## src/rtl/serial_encoder_pkg.sv

```systemverilog
// serial_encoder_pkg
//   Shared constants for the 8b10b transmit path. It holds the comma symbols
//   in their RD- form, the RD- code tables for the 5b/6b and 3b/4b
//   sub-blocks, and the controller state encoding.
//   Optional feature macro used by the top: SERIAL_ENCODER_RESYNC_EN.
package serial_encoder_pkg;

  localparam logic [9:0] K_28_5_RDN  = 10'b0011111010;
  localparam logic [9:0] K_28_7_RDN  = 10'b0011111000;
  localparam logic [7:0] K_28_5_BYTE = 8'hBC;
  localparam logic [7:0] K_28_7_BYTE = 8'hFC;

  // abcdei, index = EDCBA
  localparam logic [5:0] TBL_5B6B_RDN [32] = '{
    6'b100111, 6'b011101, 6'b101101, 6'b110001,
    6'b110101, 6'b101001, 6'b011001, 6'b111000,
    6'b111001, 6'b100101, 6'b010101, 6'b110100,
    6'b001101, 6'b101100, 6'b011100, 6'b010111,
    6'b011011, 6'b100011, 6'b010011, 6'b110010,
    6'b001011, 6'b101010, 6'b011010, 6'b111010,
    6'b110011, 6'b100110, 6'b010110, 6'b110110,
    6'b001110, 6'b101110, 6'b011110, 6'b101011
  };

  // fghj, index = HGF; entry 7 is the primary P7 form
  localparam logic [3:0] TBL_3B4B_RDN [8] = '{
    4'b1011, 4'b1001, 4'b0101, 4'b1100,
    4'b1101, 4'b1010, 4'b0110, 4'b1110
  };
  localparam logic [3:0] A7_RDN = 4'b0111;

  typedef logic [0:0] state_t;
  localparam state_t ST_SYNC = 1'b0;
  localparam state_t ST_RUN  = 1'b1;

endpackage

```

## src/rtl/serial_encoder_encode.sv

```systemverilog
// encode_8b10b
//   Combinational 8b10b encoder with running-disparity tracking.
//   Ports:
//     data   in  8   byte, HGF EDCBA = data[7:5], data[4:0]
//     is_k   in  1   control symbol; 8'hFC gives K.28.7, any other value K.28.5
//     rd_in  in  1   running disparity before the symbol (1 = RD+)
//     sym    out 10  encoded symbol, bit 9 = a ... bit 0 = j
//     rd_out out 1   running disparity after the symbol
module encode_8b10b
  import serial_encoder_pkg::*;
(
  input  logic [7:0] data,
  input  logic       is_k,
  input  logic       rd_in,
  output logic [9:0] sym,
  output logic       rd_out
);

  logic [4:0] x;
  logic [2:0] y;
  logic [5:0] t6, s6;
  logic [3:0] t4, s4;
  logic       unbal6, unbal4, rd_mid, use_a7;
  logic [9:0] k_sym;

  assign x = data[4:0];
  assign y = data[7:5];

  always_comb begin
    t6     = TBL_5B6B_RDN[x];
    unbal6 = ($countones(t6) != 3);
    // D.7 is balanced but still has distinct RD- / RD+ forms
    s6     = (rd_in && (unbal6 || x == 5'd7)) ? ~t6 : t6;
    rd_mid = rd_in ^ unbal6;

    // A7 avoids a run of five equal bits across the sub-block boundary
    use_a7 = (!rd_mid && (x == 5'd17 || x == 5'd18 || x == 5'd20)) ||
             ( rd_mid && (x == 5'd11 || x == 5'd13 || x == 5'd14));
    if (y == 3'd7) t4 = use_a7 ? A7_RDN : TBL_3B4B_RDN[7];
    else           t4 = TBL_3B4B_RDN[y];
    unbal4 = ($countones(t4) != 2);
    // x.3 is balanced but still has distinct RD- / RD+ forms
    s4     = (rd_mid && (unbal4 || y == 3'd3)) ? ~t4 : t4;

    k_sym = (data == K_28_7_BYTE) ? K_28_7_RDN : K_28_5_RDN;

    if (is_k) begin
      sym    = rd_in ? ~k_sym : k_sym;
      rd_out = rd_in ^ ($countones(k_sym) != 5);
    end else begin
      sym    = {s6, s4};
      rd_out = rd_mid ^ unbal4;
    end
  end

endmodule

```

## src/rtl/serial_encoder.sv

```systemverilog
// serial_encoder
//   8b10b encoder and serializer, one line bit per clk, bit 9 of each symbol first.
//   After reset it sends SYNC_COUNT K.28.5 commas. It then sends the held
//   data byte when one is present, and K.28.7 filler otherwise.
//   Ports:
//     clk        in  1  clock, posedge
//     rst        in  1  asynchronous active-high reset
//     data_in    in  8  byte to send
//     data_valid in  1  data_in valid
//     data_ready out 1  hold register empty
//     serial_out out 1  registered serial line
//     sym_start  out 1  serial_out carries bit 9 of a symbol
//     rd_pos     out 1  running disparity after the symbol on the line
//   Optional: define SERIAL_ENCODER_RESYNC_EN to insert a K.28.5 pair every
//   RESYNC_PERIOD symbols while running.
//
//   state   | meaning
//   --------+----------------------------------------------------
//   ST_SYNC | sending initial K.28.5 commas, hold is not drained
//   ST_RUN  | sending held data, or K.28.7 filler when hold empty
module serial_encoder
  import serial_encoder_pkg::*;
#(
  parameter int SYNC_COUNT    = 2,
  parameter int RESYNC_PERIOD = 64
) (
  input  logic       clk,
  input  logic       rst,
  input  logic [7:0] data_in,
  input  logic       data_valid,
  output logic       data_ready,
  output logic       serial_out,
  output logic       sym_start,
  output logic       rd_pos
);

  localparam int SYNC_W = $clog2(SYNC_COUNT + 1);

  if (SYNC_COUNT < 1 || RESYNC_PERIOD < 1) begin : g_param_check
    $error("serial_encoder: SYNC_COUNT and RESYNC_PERIOD must be >= 1");
  end

  state_t            state;
  logic [3:0]        bit_cnt;
  logic [SYNC_W-1:0] sync_cnt;
  logic [9:0]        shift_reg;
  logic [7:0]        hold_data;
  logic              hold_full;
  logic              load, accept, send_comma, send_data, resync_due;
  logic [7:0]        enc_byte;
  logic              enc_is_k, enc_rd;
  logic [9:0]        enc_sym;

  assign load       = (bit_cnt == 4'd9);
  assign data_ready = ~hold_full;
  assign accept     = data_valid && !hold_full;
  assign send_comma = (state == ST_SYNC) || resync_due;
  assign send_data  = !send_comma && hold_full;

`ifdef SERIAL_ENCODER_RESYNC_EN
  localparam int RS_W = $clog2(RESYNC_PERIOD + 1);

  logic [RS_W-1:0] rs_left;
  logic            rs_second;

  // rs_left counts RUN symbols down to the next comma pair; rs_second marks
  // that the first comma of the pair has gone out.
  assign resync_due = rs_second || (rs_left == '0);

  always_ff @(posedge clk or posedge rst) begin
    if (rst) begin
      rs_left   <= RS_W'(RESYNC_PERIOD);
      rs_second <= 1'b0;
    end else if (load && state == ST_RUN) begin
      if (rs_second) begin
        rs_second <= 1'b0;
        rs_left   <= RS_W'(RESYNC_PERIOD);
      end else if (rs_left == '0) begin
        rs_second <= 1'b1;
      end else begin
        rs_left <= rs_left - RS_W'(1);
      end
    end
  end
`else
  assign resync_due = 1'b0;
`endif

  always_comb begin
    enc_is_k = 1'b1;
    enc_byte = K_28_7_BYTE;
    if (send_comma) begin
      enc_byte = K_28_5_BYTE;
    end else if (hold_full) begin
      enc_is_k = 1'b0;
      enc_byte = hold_data;
    end
  end

  encode_8b10b u_encode (
    .data   (enc_byte),
    .is_k   (enc_is_k),
    .rd_in  (rd_pos),
    .sym    (enc_sym),
    .rd_out (enc_rd)
  );

  always_ff @(posedge clk or posedge rst) begin
    if (rst) begin
      state      <= ST_SYNC;
      sync_cnt   <= '0;
      bit_cnt    <= 4'd9;
      shift_reg  <= '0;
      serial_out <= 1'b0;
      sym_start  <= 1'b0;
      rd_pos     <= 1'b0;
    end else if (load) begin
      // bit 9 goes straight to the line; the rest waits in the shifter
      serial_out <= enc_sym[9];
      shift_reg  <= {enc_sym[8:0], 1'b0};
      sym_start  <= 1'b1;
      bit_cnt    <= 4'd0;
      rd_pos     <= enc_rd;
      if (state == ST_SYNC) begin
        if (sync_cnt == SYNC_W'(SYNC_COUNT - 1)) state <= ST_RUN;
        else sync_cnt <= sync_cnt + SYNC_W'(1);
      end
    end else begin
      serial_out <= shift_reg[9];
      shift_reg  <= {shift_reg[8:0], 1'b0};
      sym_start  <= 1'b0;
      bit_cnt    <= bit_cnt + 4'd1;
    end
  end

  // accept needs an empty hold and drain needs a full one, so they never collide
  always_ff @(posedge clk or posedge rst) begin
    if (rst) begin
      hold_full <= 1'b0;
      hold_data <= '0;
    end else if (accept) begin
      hold_full <= 1'b1;
      hold_data <= data_in;
    end else if (load && send_data) begin
      hold_full <= 1'b0;
    end
  end

endmodule

```

## config.mk

```make
export PLATFORM = sky130hd
export DESIGN_NAME = serial_encoder
export DESIGN_NICKNAME = d
export VERILOG_FILES = /design/src/rtl/serial_encoder_pkg.sv /design/src/rtl/serial_encoder_encode.sv /design/src/rtl/serial_encoder.sv
export SDC_FILE = /design/constraint.sdc
export NUM_CORES = 1
export LEC_CHECK = 0
export ABC_AREA = 0
export CAP_MARGIN = 0
export CELL_PAD_IN_SITES_DETAIL_PLACEMENT = 1
export CELL_PAD_IN_SITES_GLOBAL_PLACEMENT = 1
export CORE_ASPECT_RATIO = 1.2
export CORE_UTILIZATION = 39
export DETAILED_ROUTE_END_ITERATION = 10
export GPL_TIMING_DRIVEN = 0
export HOLD_SLACK_MARGIN = 0.08
export PLACE_DENSITY_LB_ADDON = 0.1
export SLEW_MARGIN = 10
export SYNTH_ARGS = -nofsm -noshare
export SYNTH_HDL_FRONTEND = slang
export SYNTH_SLANG_ARGS = --single-unit
```

## constraint.sdc

```tcl
create_clock -name clk -period 9.4 [get_ports clk]
set_input_delay 0.94 -clock clk [delete_from_list [all_inputs] [get_ports clk]]
set_output_delay 0.94 -clock clk [all_outputs]
set_load 0.05 [all_outputs]
```

## Word level (Yosys, flattened, before mapping)

Memories as Yosys holds them, arrays and structs flattened.
Cells that the tools add are included.

| operators by class | value |
|---|---|
| reduce and logical (&&, ||, !) cells | 18 |
| equality and inequality tests | 15 |
| divide/modulo/power cells | 0 |
| $lt $le $gt $ge | 2 |
| multipliers | 0 |
| bitwise operators | 11 |
| shift operators | 0 |
| add/subtract/negate cells | 19 |
| multiplexer cells | 24 |

Operators with widths:

| operator | count |
|---|---|
| $add 32x32->32 | 7 |
| $ne 32x3->1 const B | 2 |
| $ne 32x4->1 const B | 1 |
| $mux 10 | 3 |
| $mux 4 | 6 |
| $mux 6 | 3 |
| $mux 8 | 2 |
| $eq 5x4->1 const B | 3 |
| $eq 5x5->1 const B | 3 |
| $add 1x1->2 | 6 |
| $not 10->10 | 1 |
| $mux 1 | 9 |
| $add 1x1->2 const AB | 4 |
| $eq 8x8->1 const B | 1 |
| $logic_and 1x1->1 | 7 |
| $logic_or 1x1->1 | 7 |
| $ge 6x6->1 const B | 1 |
| $not 5->6 | 1 |
| $not 6->6 | 1 |
| $eq 5x3->1 const B | 1 |
| $add 4x1->4 const B | 1 |
| $eq 4x4->1 const B | 1 |
| $ge 4x4->1 const B | 1 |
| $not 3->4 | 1 |
| other kinds (11) | 16 |

| word-level totals | value |
|---|---|
| memories kept | 2 |
| bits in registers | 29 |
| output and inout port bits | 4 |
| input bits | 11 |
| bits in latches | 0 |
| RAM bits | 0 |
| ROM bits | 224 |
| logic and storage cells | 100 |

Memories:

| name | words | width | rd ports | clocked after Yosys merged registers in | wr ports | RTL line | source |
|---|---|---|---|---|---|---|---|
| (name not given) | 32 | 6 | 1 | 0 | 0 | serial_encoder_encode.sv:30 | `t6 = TBL_5B6B_RDN[x];` |
| (name not given) | 8 | 4 | 1 | 0 | 0 | serial_encoder_encode.sv:40 | `else t4 = TBL_3B4B_RDN[y];` |

## Logic depth before layout (Yosys ltp)

Gate-level depths: netlist (run 1).

| depth | value |
|---|---|
| depth after elaboration | 24 |
| gate-level depth with buffers | 27 |
| gate-level depth less buffers | 25 |

## Hierarchy

From an unflattened synthesis (run 1), not the netlist that was laid out.

| unflattened totals | value |
|---|---|
| cell total of the unflattened synthesis | 218 |
| area total of the unflattened synthesis | 2184.6 sq um |

By module, submodules not included:

| module | times used | area each (sq um) | cells each |
|---|---|---|---|
| serial_encoder | 1 | 1156.1 | 83 |
| encode_8b10b | 1 | 1028.5 | 135 |

## Worst setup path before layout (run 1)

Ideal clock, no wire load.

| timing | value |
|---|---|
| path type | flip-flop to flip-flop |
| from | register hold_full |
| to | register shift_reg[2] |
| slack | 3.628 ns |
| data arrival time | 5.696 ns |
| library setup time | 0.076 ns |
| path buffers | 2 |
| cell stages (with the launch flop) | 28 |
| path through | dfrtp_1 buf_2 and2_1 buf_2 nand2_1 inv_1 ha_1 nand2_1 and3_1 o31a_1 and2_1 ha_1 fa_1 ha_1 and4bb_2 xnor2_1 nor3b_1 o22ai_1 a21boi_1 ha_1 ha_1 fa_1 nor3b_1 o21ai_1 nand2_1 xnor2_1 mux2i_1 o21ai_1 |

| on the way | value |
|---|---|
| longest elaborated chain between the ends | 24 |
| elaborated cells on any way between the ends | 51 |
| classes of those cells | 8 x add/sub; 11 x eq/ne; 15 x mux; 5 x bitwise; 10 x reduce/logical; 2 x memory |

RTL lines:

| what | RTL line | source |
|---|---|---|
| start, declared | serial_encoder.sv:48 | `logic hold_full;` |
| start signal, assigned | serial_encoder.sv:139 | `hold_full <= 1'b0;` |
| start signal, assigned | serial_encoder.sv:142 | `hold_full <= 1'b1;` |
| start signal, assigned | serial_encoder.sv:145 | `hold_full <= 1'b0;` |
| $mux 8 | serial_encoder.sv:94 | `end else if (hold_full) begin` |
| $mux 8 | serial_encoder.sv:92 | `if (send_comma) begin` |
| $not 5->6 (not written as such) | serial_encoder_encode.sv:30 |  |
| $mem_v2 32x6 | -- |  |
| $mux 6 (not written as such) (2 in series) | serial_encoder_encode.sv:30 |  |
| $add 1x1->2 (not written as such) | serial_encoder_encode.sv:31 | `unbal6 = ($countones(t6) != 3);` |
| $add 32x32->32 (not written as such) (2 in series) | serial_encoder_encode.sv:31 |  |
| $ne 32x3->1 | serial_encoder_encode.sv:31 |  |
| [... 6 more ...] | -- |  |
| $add 1x1->2 (not written as such) | serial_encoder_encode.sv:41 | `unbal4 = ($countones(t4) != 2);` |
| $add 32x32->32 (not written as such) | serial_encoder_encode.sv:41 |  |
| $ne 32x3->1 | serial_encoder_encode.sv:41 |  |
| $logic_or 1x1->1 | serial_encoder_encode.sv:43 | `s4 = (rd_mid && (unbal4 \|\| y == 3'd3)) ? ~t4 : t4;` |
| $logic_and 1x1->1 | serial_encoder_encode.sv:43 |  |
| $mux 4 | serial_encoder_encode.sv:43 |  |
| $mux 10 * | serial_encoder_encode.sv:47 | `if (is_k) begin` |
| $mux 10 * | serial_encoder.sv:117 | `end else if (load) begin` |
| end signal, assigned | serial_encoder.sv:120 | `shift_reg <= {enc_sym[8:0], 1'b0};` |
| end signal, assigned | serial_encoder.sv:130 | `shift_reg <= {shift_reg[8:0], 1'b0};` |
| end, declared | serial_encoder.sv:46 | `logic [9:0] shift_reg;` |

Mark *: on every way between the ends. The rest lies on a longest branch, timed or not. The select of a mux whose other input is x is not followed.
A chain may end at the register's enable or synchronous reset.

## Final worst setup path (run 1)

| timing | value |
|---|---|
| from | register hold_full |
| to | register shift_reg[4] |

The elaborated chain is that of the path after synthesis.

==> qor.csv, run 1 <==
metric,value,unit
power_frac_clock,14.4,%
hold_depth,2,
rrSetupSlack,2.40,ns
nFillCells,638,
ctsResizeCount,0,
p_seq_share,20.3,%
r2r-start,hold_full,
num_vias,1856,
peakVddDrop,0.121,mV
finClkSkew,0.00627,ns
drv_slew,0,
antenna_found_initial,0,
design.die.area,0.00594,sq mm
regArea,703,sq um
p_int,0.399,mW
min_period,7.00,ns
p_sw_share,43.2,%
drtIter0Drc,100,
hold_end,shift_reg[7],
postCtsSetupRepairBufs,0,
leakage,1.11,nW
place_area,0.00241,sq mm
rsz0062_at_grt,no,
via_per_inst,5.80,
critPathKind,flop to flop,
worst_slack,2.40,ns
cts_inserted_buffers,3,
area_growth,13.2,%
finalNonFillerCells,320,
timing.hold.ws,0.472,ns
worstRegToRegCells,27,
yosysWarnings,0,
cp-end-kind,flop,
die_h,84.2,microns
drt_pass1_iterations,4,
hold_viol,0,
async_flop_share,100,%
hold_path.startpoint,shift_reg[6],
p_comb_share,65.3,%
fin_area,0.00249,sq mm
io_buffers,14,
design.core.area,0.00537,sq mm
outcome,completed,
tns,0,ns
power.switching,0.303,mW
gp_congestion,0.741,
rr_endpoint,shift_reg[4],
largest_reg_flops,9,
wl_per_cell,17.2,microns
cts.htree.levels,1,
antennaDiodeCount,0,
grt_pass1_vias,1883,
dp_slack,2.56,ns
synth-edff-count,0,
worst_skew_pair.late_latency,0.29,ns
power-per-cell-area,282,mW/mm^2
multi_input_area,0.00133,sq mm
grt_max_degree,29,
finalNetCount,285,
ys_ff_latch,28,
fin_total_pwr,0.702,mW
final_cell_mix,"nand2_1, dfrtp_1, clkdlybuf4s50_1, ha_1",
root_buffer,clkbuf_8,
drt-total-wl,5.52,mm
cp.arrival,7.18,ns
layout_commonest_cell,nand2_1,
cts_buffer_depth,2,
ys_types,63,
hpwl,3.94,mm
ctsHoldBuffers,0,
syn_area,0.00220,sq mm
synth_cells,240,
ios,15,
synth_nets,266,
rows,29,
start_util,40.9,%
grt_use_total,20.3,%
final_core_util,46.3,%
antenna_left,0,
dp_cells,316,
maxSlewHeadroom,28.5,%
drive_gt1_share,14.7,%
synth-seq-area-share,32.0,%
path_clk_slew,0.11,ns
grt.overflow.total,0,
cts_num_sinks,28,
cap_violations,0,
critPathRequiredTime,9.58,ns
drcViolationCount,0,
start_kind,flop,
grt_pass1_wl,9.58,mm
avgSynthCellArea,9.15,sq um
die_x,70.5,microns
ys.flop_type,dfrtp_1,
cts_tree,built,
path_max_fanout,10,
tightest_slew,1.07,ns
fin_crit_sh,74.5,%
holdCritPathClass,flop to flop,
setup_violations,0,
fmax,0.143,GHz
## routing by layer
layer | vias to the layer above | global-route usage (%) | wire length [microns]
met1 | 927 | 27.6 | 2670
met5 | - | 0 | 0
met2 | 21 | 34.7 | 2680
met3 | 5 | 1.44 | 113
met4 | 0 | 5.75 | 60
li1 | 903 | - | -
## area by class of cell
type,instances,share of cell area (%)
repair buffers,14,5.64
flip-flops and latches,28,28.3
clock buffers,3,1.66
plain buffers,19,4.58
clock inverters,1,1.21
well taps,62,3.12
inverters,14,2.11
multi-input cells,179,53.4
## worst max path at each step
stage	end	cells past startpoint	start	slack, ns
2_1_floorplan	shift_reg[2]	27	hold_full	3.63
4_1_cts	shift_reg[4]	27	hold_full	2.47
3_3_place_gp	shift_reg[4]	27	hold_full	2.66
5_1_grt	shift_reg[3]	27	hold_full	1.93
6_report	shift_reg[4]	27	hold_full	2.40
3_5_place_dp	shift_reg[3]	27	hold_full	2.56
## cell families (layout without fill, tap and decap cells)
logic type / count (synthesis) / count (layout) / share of synthesized area (%)
compound gates: 67 / 67 / 23.2
xor+xnor: 8 / 8 / 3.19
fa+ha+maj: 15 / 15 / 9.57
buf+inv: 33 / 51 / 7.57
flops: 28 / 28 / 32.0
mux: 11 / 11 / 5.58
simple gates: 78 / 78 / 18.9
## synth_stat cells (all sizes together) (6+ instances only)
library cell	n	area, sq um
nor2	8	30.0
buf	15	98.8
nor3	8	40.0
ha	12	150
inv	13	48.8
dfrtp	26	651
xnor2	6	52.6
nand2	28	108
mux2	7	82.6
o21ai	20	104
a21oi	8	43.8
## worst max-delay path, cell delays in order (launching register included)
cell and delay [ns]:
dfrtp_1 0.38, buf_2 0.24, and2_1 0.27, buf_2 0.28, nand2_1 0.13, inv_1 0.10, ha_1 0.26, nand2_1 0.10
and3_1 0.18, o31a_1 0.32, and2_1 0.18, ha_1 0.31, fa_1 0.43, ha_1 0.27, and4bb_2 0.28, xnor2_1 0.43
nor3_1 0.11, o22ai_1 0.31, a21boi_1 0.12, ha_1 0.31, ha_1 0.19, fa_1 0.48, nor3b_1 0.44, o21ai_1 0.19
nand2_1 0.22, nor2_1 0.07, mux2i_1 0.21, nand2_1 0.08
## power by group through the flow
stage                     Clock (mW)  Sequential (mW)  Combinational, mW
after floorplan                    0            0.160              0.342
after global placement             0            0.145              0.447
after detailed placement           0            0.145              0.459
after CTS                      0.103            0.143              0.463
after global routing           0.105            0.144              0.517
final                          0.101            0.143              0.458
(Power assumes the default switching activity.)
==> run 2, diff against run 1 <==
==> constraint.sdc (replaced) <==
create_clock -name clk -period 6.5 [get_ports clk]
set_input_delay 0.65 -clock clk [delete_from_list [all_inputs] [get_ports clk]]
set_output_delay 0.65 -clock clk [all_outputs]
set_load 0.05 [all_outputs]
==> run 2 against run 1 <==
- global-route usage is essentially flat
- sequential share of layout area shrank 1.0 points
- register-to-register slack lost 2.0 ns
- non-clock buffer count grew 1
- worst setup slack lost 2.0 ns
- worst hold slack lost 0.0024 ns
- sequential power grew 45%
- utilization grew 1.8 points
- critical endpoint unchanged
==> qor.csv, run 2 (synthesized netlist as in run 1, its figures left out) <==
metric,value,unit,change
critPathRequiredTime,6.67,ns,was 9.58 ns
dp_cells,316,,unchanged
worst_skew_pair.late_latency,0.29,ns,about the same
path_max_fanout,10,,unchanged
drive_gt1_share,19.7,%,was 14.7%
root_buffer,clkbuf_8,,unchanged
wl_per_cell,17.4,microns,was 17.2 microns
antenna_left,0,,unchanged
design.core.area,0.00537,sq mm,unchanged
finalNonFillerCells,321,,was 320
setup_violations,0,,unchanged
drcViolationCount,0,,unchanged
timing.hold.ws,0.470,ns,was 0.472 ns
fin_crit_sh,94.1,%,was 74.5%
grt_use_total,20.3,%,about the same
finalNetCount,286,,was 285
grt_pass1_wl,9.54,mm,was 9.58 mm
fin_area,0.00258,sq mm,was 0.00249 sq mm
cts.htree.levels,1,,unchanged
cts_inserted_buffers,3,,unchanged
die_h,84.2,microns,unchanged
grt.overflow.total,0,,unchanged
r2r-start,hold_full,,unchanged
hold_end,shift_reg[5],,was shift_reg[7]
tightest_slew,1.06,ns,was 1.07 ns
place_area,0.00241,sq mm,unchanged
rr_endpoint,shift_reg[4],,unchanged
fmax,0.163,GHz,was 0.143 GHz
maxSlewHeadroom,28.9,%,was 28.5%
antennaDiodeCount,0,,unchanged
num_vias,1868,,"was 1,856"
drv_slew,0,,unchanged
leakage,1.16,nW,was 1.11 nW
min_period,6.12,ns,was 7.00 ns
tns,0,ns,unchanged
largest_reg_flops,9,,unchanged
start_util,40.9,%,unchanged
cp-end-kind,flop,,unchanged
hpwl,3.94,mm,unchanged
start_kind,flop,,unchanged
hold_path.startpoint,shift_reg[4],,was shift_reg[6]
finClkSkew,0.00756,ns,was 0.00627 ns
fin_total_pwr,1.11,mW,was 0.702 mW
critPathKind,flop to flop,,unchanged
antenna_found_initial,0,,unchanged
rrSetupSlack,0.38,ns,was 2.40 ns
cts_num_sinks,28,,unchanged
grt_pass1_vias,1878,,"was 1,883"
power-per-cell-area,428,mW/mm^2,was 282 mW/mm^2
cts_tree,built,,unchanged
rows,29,,unchanged
via_per_inst,5.82,,was 5.80
drt-total-wl,5.59,mm,was 5.52 mm
drtIter0Drc,111,,was 100
cap_violations,0,,unchanged
final_cell_mix,"nand2_1, dfrtp_1, clkdlybuf4s50_1",,"was nand2_1, dfrtp_1, clkdlybuf4s50_1, ha_1"
peakVddDrop,0.227,mV,was 0.121 mV
ctsHoldBuffers,0,,unchanged
grt_max_degree,29,,unchanged
outcome,completed,,unchanged
hold_depth,1,,was 2
design.die.area,0.00594,sq mm,unchanged
cts_buffer_depth,2,,unchanged
ios,15,,unchanged
holdCritPathClass,flop to flop,,unchanged
cp.arrival,6.29,ns,was 7.18 ns
worstRegToRegCells,27,,unchanged
hold_viol,0,,unchanged
drt_pass1_iterations,6,,was 4
gp_congestion,0.741,,unchanged
io_buffers,14,,unchanged
area_growth,17.5,%,was 13.2%
die_x,70.5,microns,unchanged
path_clk_slew,0.11,ns,about the same
[run 2: cell count changes in the layout (fill, tap and decap cells not counted), sizes merged]
cell / change
clkbuf: +1
[run 2: through the flow]
| step | setup WS (ns) | util (%) |
|---|---|---|
| 2_1_floorplan | 0.728 | - |
| 3_3_place_gp | -0.244 | 45.0 |
| 3_5_place_dp | -0.344 | 45.0 |
| 4_1_cts | 0.0135 | 46.8 |
| 5_1_grt | -0.0153 | 48.1 |
| 6_report | 0.382 | 48.1 |
[run 2: repair_timing]
| action | in CTS | in global routing |
|---|---|---|
| buffers inserted | 0 | 1 |
| gates resized for setup | 5 | 14 |
| setup endpoints to repair | 5 | 5 |
| pin swaps | 0 | 1 |
[run 2: final cells by class]
type	instances	area (sq um)
Inverter	14	52.6
Clock inverter	1	30.0
Clock buffer	3	41.3
Multi-Input combinational cell	179	1410
Sequential cell	28	703
Tap cell	62	77.6
Fill cell	625	2790
Timing Repair Buffer	15	148
Buffer	19	123
[run 2: power by group]
part           internal, mW  switching, mW  total (mW)
logic                 0.355          0.401       0.756
registers             0.200        0.00681       0.207
clock network        0.0826         0.0608       0.143
[run 2: worst max-delay path, cell delays in order (launching register included)]
cell and delay, ns:
dfrtp_1 0.39, clkbuf_4 0.22, and2_4 0.20, buf_6 0.15, nand2_1 0.10, inv_1 0.10
ha_2 0.23, nand2_1 0.08, and3_1 0.18, o31a_1 0.32, and2_1 0.17, ha_1 0.30
fa_1 0.43, ha_1 0.28, and4bb_4 0.24, xnor2_4 0.24, nor3b_2 0.24, o22ai_2 0.12
a21boi_1 0.16, ha_1 0.25, ha_1 0.19, fa_1 0.50, nor3b_4 0.25, o21ai_1 0.15
nand2_2 0.15, nor2_1 0.06, mux2i_1 0.20, nand2_1 0.08
[run 2: how the worst max path moves through the flow]
stage | endpoint | startpoint | depth (start not counted) | slack, ns
final | shift_reg[4] | hold_full | 27 | 0.38
after floorplan | shift_reg[2] | hold_full | 27 | 0.73
after global placement | shift_reg[4] | hold_full | 27 | -0.24
after CTS | shift_reg[4] | hold_full | 26 | 0.01
after global routing | shift_reg[3] | hold_full | 27 | -0.02
after detailed placement | shift_reg[3] | hold_full | 27 | -0.34
[run 2: per-layer routing]
layer	track usage, %	routed length (microns)
met1	27.6	2640
met2	34.6	2780
met3	1.44	102
met4	5.75	60
met5	0	0
==> run 3, diff against run 2 <==
--- a/config.mk
+++ b/config.mk
@@ -6,6 +6,7 @@
 export NUM_CORES = 1
 export LEC_CHECK = 0
 export ABC_AREA = 0
+export ABC_CLOCK_PERIOD_IN_PS = 6500
 export CAP_MARGIN = 0
 export CELL_PAD_IN_SITES_DETAIL_PLACEMENT = 1
 export CELL_PAD_IN_SITES_GLOBAL_PLACEMENT = 1
==> results of run 3 <==
Final layout, timing and power as in run 2 (identical DEF).
==> RTL change, RTL diff (flow settings as in run 2) <==
The parameter `SYNC_COUNT` goes from 2 to 4.
--- a/src/rtl/serial_encoder.sv
+++ b/src/rtl/serial_encoder.sv
@@ -21,7 +21,7 @@
 module serial_encoder
   import serial_encoder_pkg::*;
 #(
-  parameter int SYNC_COUNT    = 2,
+  parameter int SYNC_COUNT    = 4,
   parameter int RESYNC_PERIOD = 64
 ) (
   input  logic       clk,
Formal check against the unedited RTL: no difference found for any inputs over 10 cycles, from zero or initial values and one cycle with rst high; that may be too few to reach the edited logic, so the function may still have changed.
==> RTL change against run 2 <==
  * Critical endpoint is now shift_reg[2]
  * Worst setup slack worse by 69 ps
  * Total power fell by 31%
  * Critical path depth increased by 1
  * Synthesized cell count up 3.8%
  * Wire length is 0.77% lower
  * Area after synthesis fell by 1.1%
  * Final area rose by 0.29%
  * Sequential share of layout area is 0.89 points higher
  * Sequential cell count is 1 higher
==> RTL change: results (changes against run 2) <==
[hold_path]
holdPathEnd = shift_reg[2]
hold_depth = 2  ; +1
min_from = shift_reg[1]

[place]
dp_cells = 325  ; +2.8%
hpwlAfterDp_um = 4070  ; +3.2%

[global_routing]
grt_pass1_vias = 1949  ; +3.8%
track_usage_pct = 20.3  ; about the same
grt_start_max_net_pins = 30  ; +3.4%
grt_pass1_wl_um = 9360  ; -1.9%

[power_and_ir_drop]
irDropWorstVdd_v = 0.000254  ; +12%
p_leak_nw = 1.13  ; -2.6%

[run_status]
run_status = completed

[drt]
post_drt_via_cell_ratio = 5.62  ; -3.5%
drt-total-wl_um = 5550  ; -0.77%
wl_per_cell_um = 16.6  ; -4.9%
drtIter0Drc = 37  ; -67%
drt-pass1-iter-count = 4  ; -2

[synthesis]
synth_nets = 276  ; +3.8%
seq_area_frac_synth_pct = 33.5  ; +1.5 points
synth_common_cells = dfrtp_1 (27), nand2_1 (27), nor2_1 (20)
yosys.area_share.xor_xnor_pct = 4.43  ; +1.2 points
synth_area_leaders = dfrtp_1 (31%), ha_1 (7.5%), mux2_2 (4.7%)
yosys.area_share.adder_pct = 10.7  ; +1.1 points
muxShareOfSynthArea_pct = 6.04  ; +0.46 points

[sta]
tightest_slew_ps = 629  ; -431 ps
finClkSkew_ps = 7.86  ; +0.297 ps
timing.hold.ws_ps = 457  ; -13.1 ps

[cts]
path_clk_slew_ps = 70  ; -40 ps
cts_made_buffers = 5  ; +2
htree_num_levels = 2  ; +1

[worst_setup_path]
cpPeakStageDelay_ps = 470  ; -30 ps
worstPathArrival_ps = 6340  ; +50 ps
reg2reg_depth = 28  ; +3.7%

[final_layout]
nets = 299  ; +4.5%
fillCellCount = 635  ; +1.6%

## RTL change: cell count changes after synthesis, moves of 5 or more
cell | before | now
o21ai_1 | 9 | 0
clkbuf_1 | 4 | 11
nand3b_1 | 0 | 5
nor2_1 | 8 | 20
a21oi_1 | 7 | 15
buf_2 | 10 | 4
o21ai_0 | 10 | 16
## RTL change: critical path, delay by kind of cell (launching register included)
family	cells	cell delay, ps
xor gates and xnor gates	1	170
and+or+nand+nor	8	1280
AOI/OAI and AO/OA	9	1640
DFF	1	320
buffers and inverters	3	490
adders and majority gates	7	2140
## RTL change: timing repair
action | CTS | global route
setup buffers | 0 | 3
gates cloned | 0 | 0
hold buffers | 0 | 0
setup endpoints to repair | 5 | 5
resized for setup | 12 | 13
pin swaps | 0 | 2
## RTL change: how the worst max path moves through the flow
| stage | slack (ps) | startpoint | to | depth (start not counted) |
|---|---|---|---|---|
| after floorplan | 250 | hold_full | shift_reg[2] | 29 |
| after global placement | -1140 | hold_full | shift_reg[2] | 29 |
| after detailed placement | -1170 | hold_full | shift_reg[2] | 29 |
| after CTS | 20 | hold_full | shift_reg[2] | 27 |
| after global routing | 60 | hold_full | shift_reg[2] | 28 |
| final | 310 | hold_full | shift_reg[2] | 28 |
## RTL change: stage by stage
step	TNS, ps	cell area, um2
2_1_floorplan	0	2170
3_3_place_gp	-4840	2390
3_5_place_dp	-5050	2390
4_1_cts	0	2510
5_1_grt	0	2590
6_report	0	2590
## RTL change: logic make-up (layout without fill, tap and decap cells)
kind of cell,after synthesis,after routing
mux,12,12
buf+inv,28,52
fa+ha+maj,17,17
flops,29,29
simple gates,92,92
xor+xnor,11,11
compound gates,60,60
## RTL change: cell type report
cell class | count | area share [%]
plain buffers | 17 | 3.48
clock buffers | 5 | 2.66
clock inverters | 3 | 0.677
inverters | 10 | 1.45
multi-input cells | 192 | 54.3
flip-flops and latches | 29 | 28.1
well taps | 62 | 3.00
repair buffers | 17 | 6.28
## RTL change: routing by layer
layer  vias up  wire (um)  GRT usage [%]
met5         -          0              0
met4         0        120           8.00
met3         9        109           3.02
met2        22       2740           34.4
met1       934       2580           25.7
li1        917          -              -
## RTL change: report_power, final
part           leakage [nW]  internal, W  switching [W]
clock                0.0439    0.0000738      0.0000753
sequential            0.362     0.000193     0.00000458
combinational         0.719     0.000194       0.000217
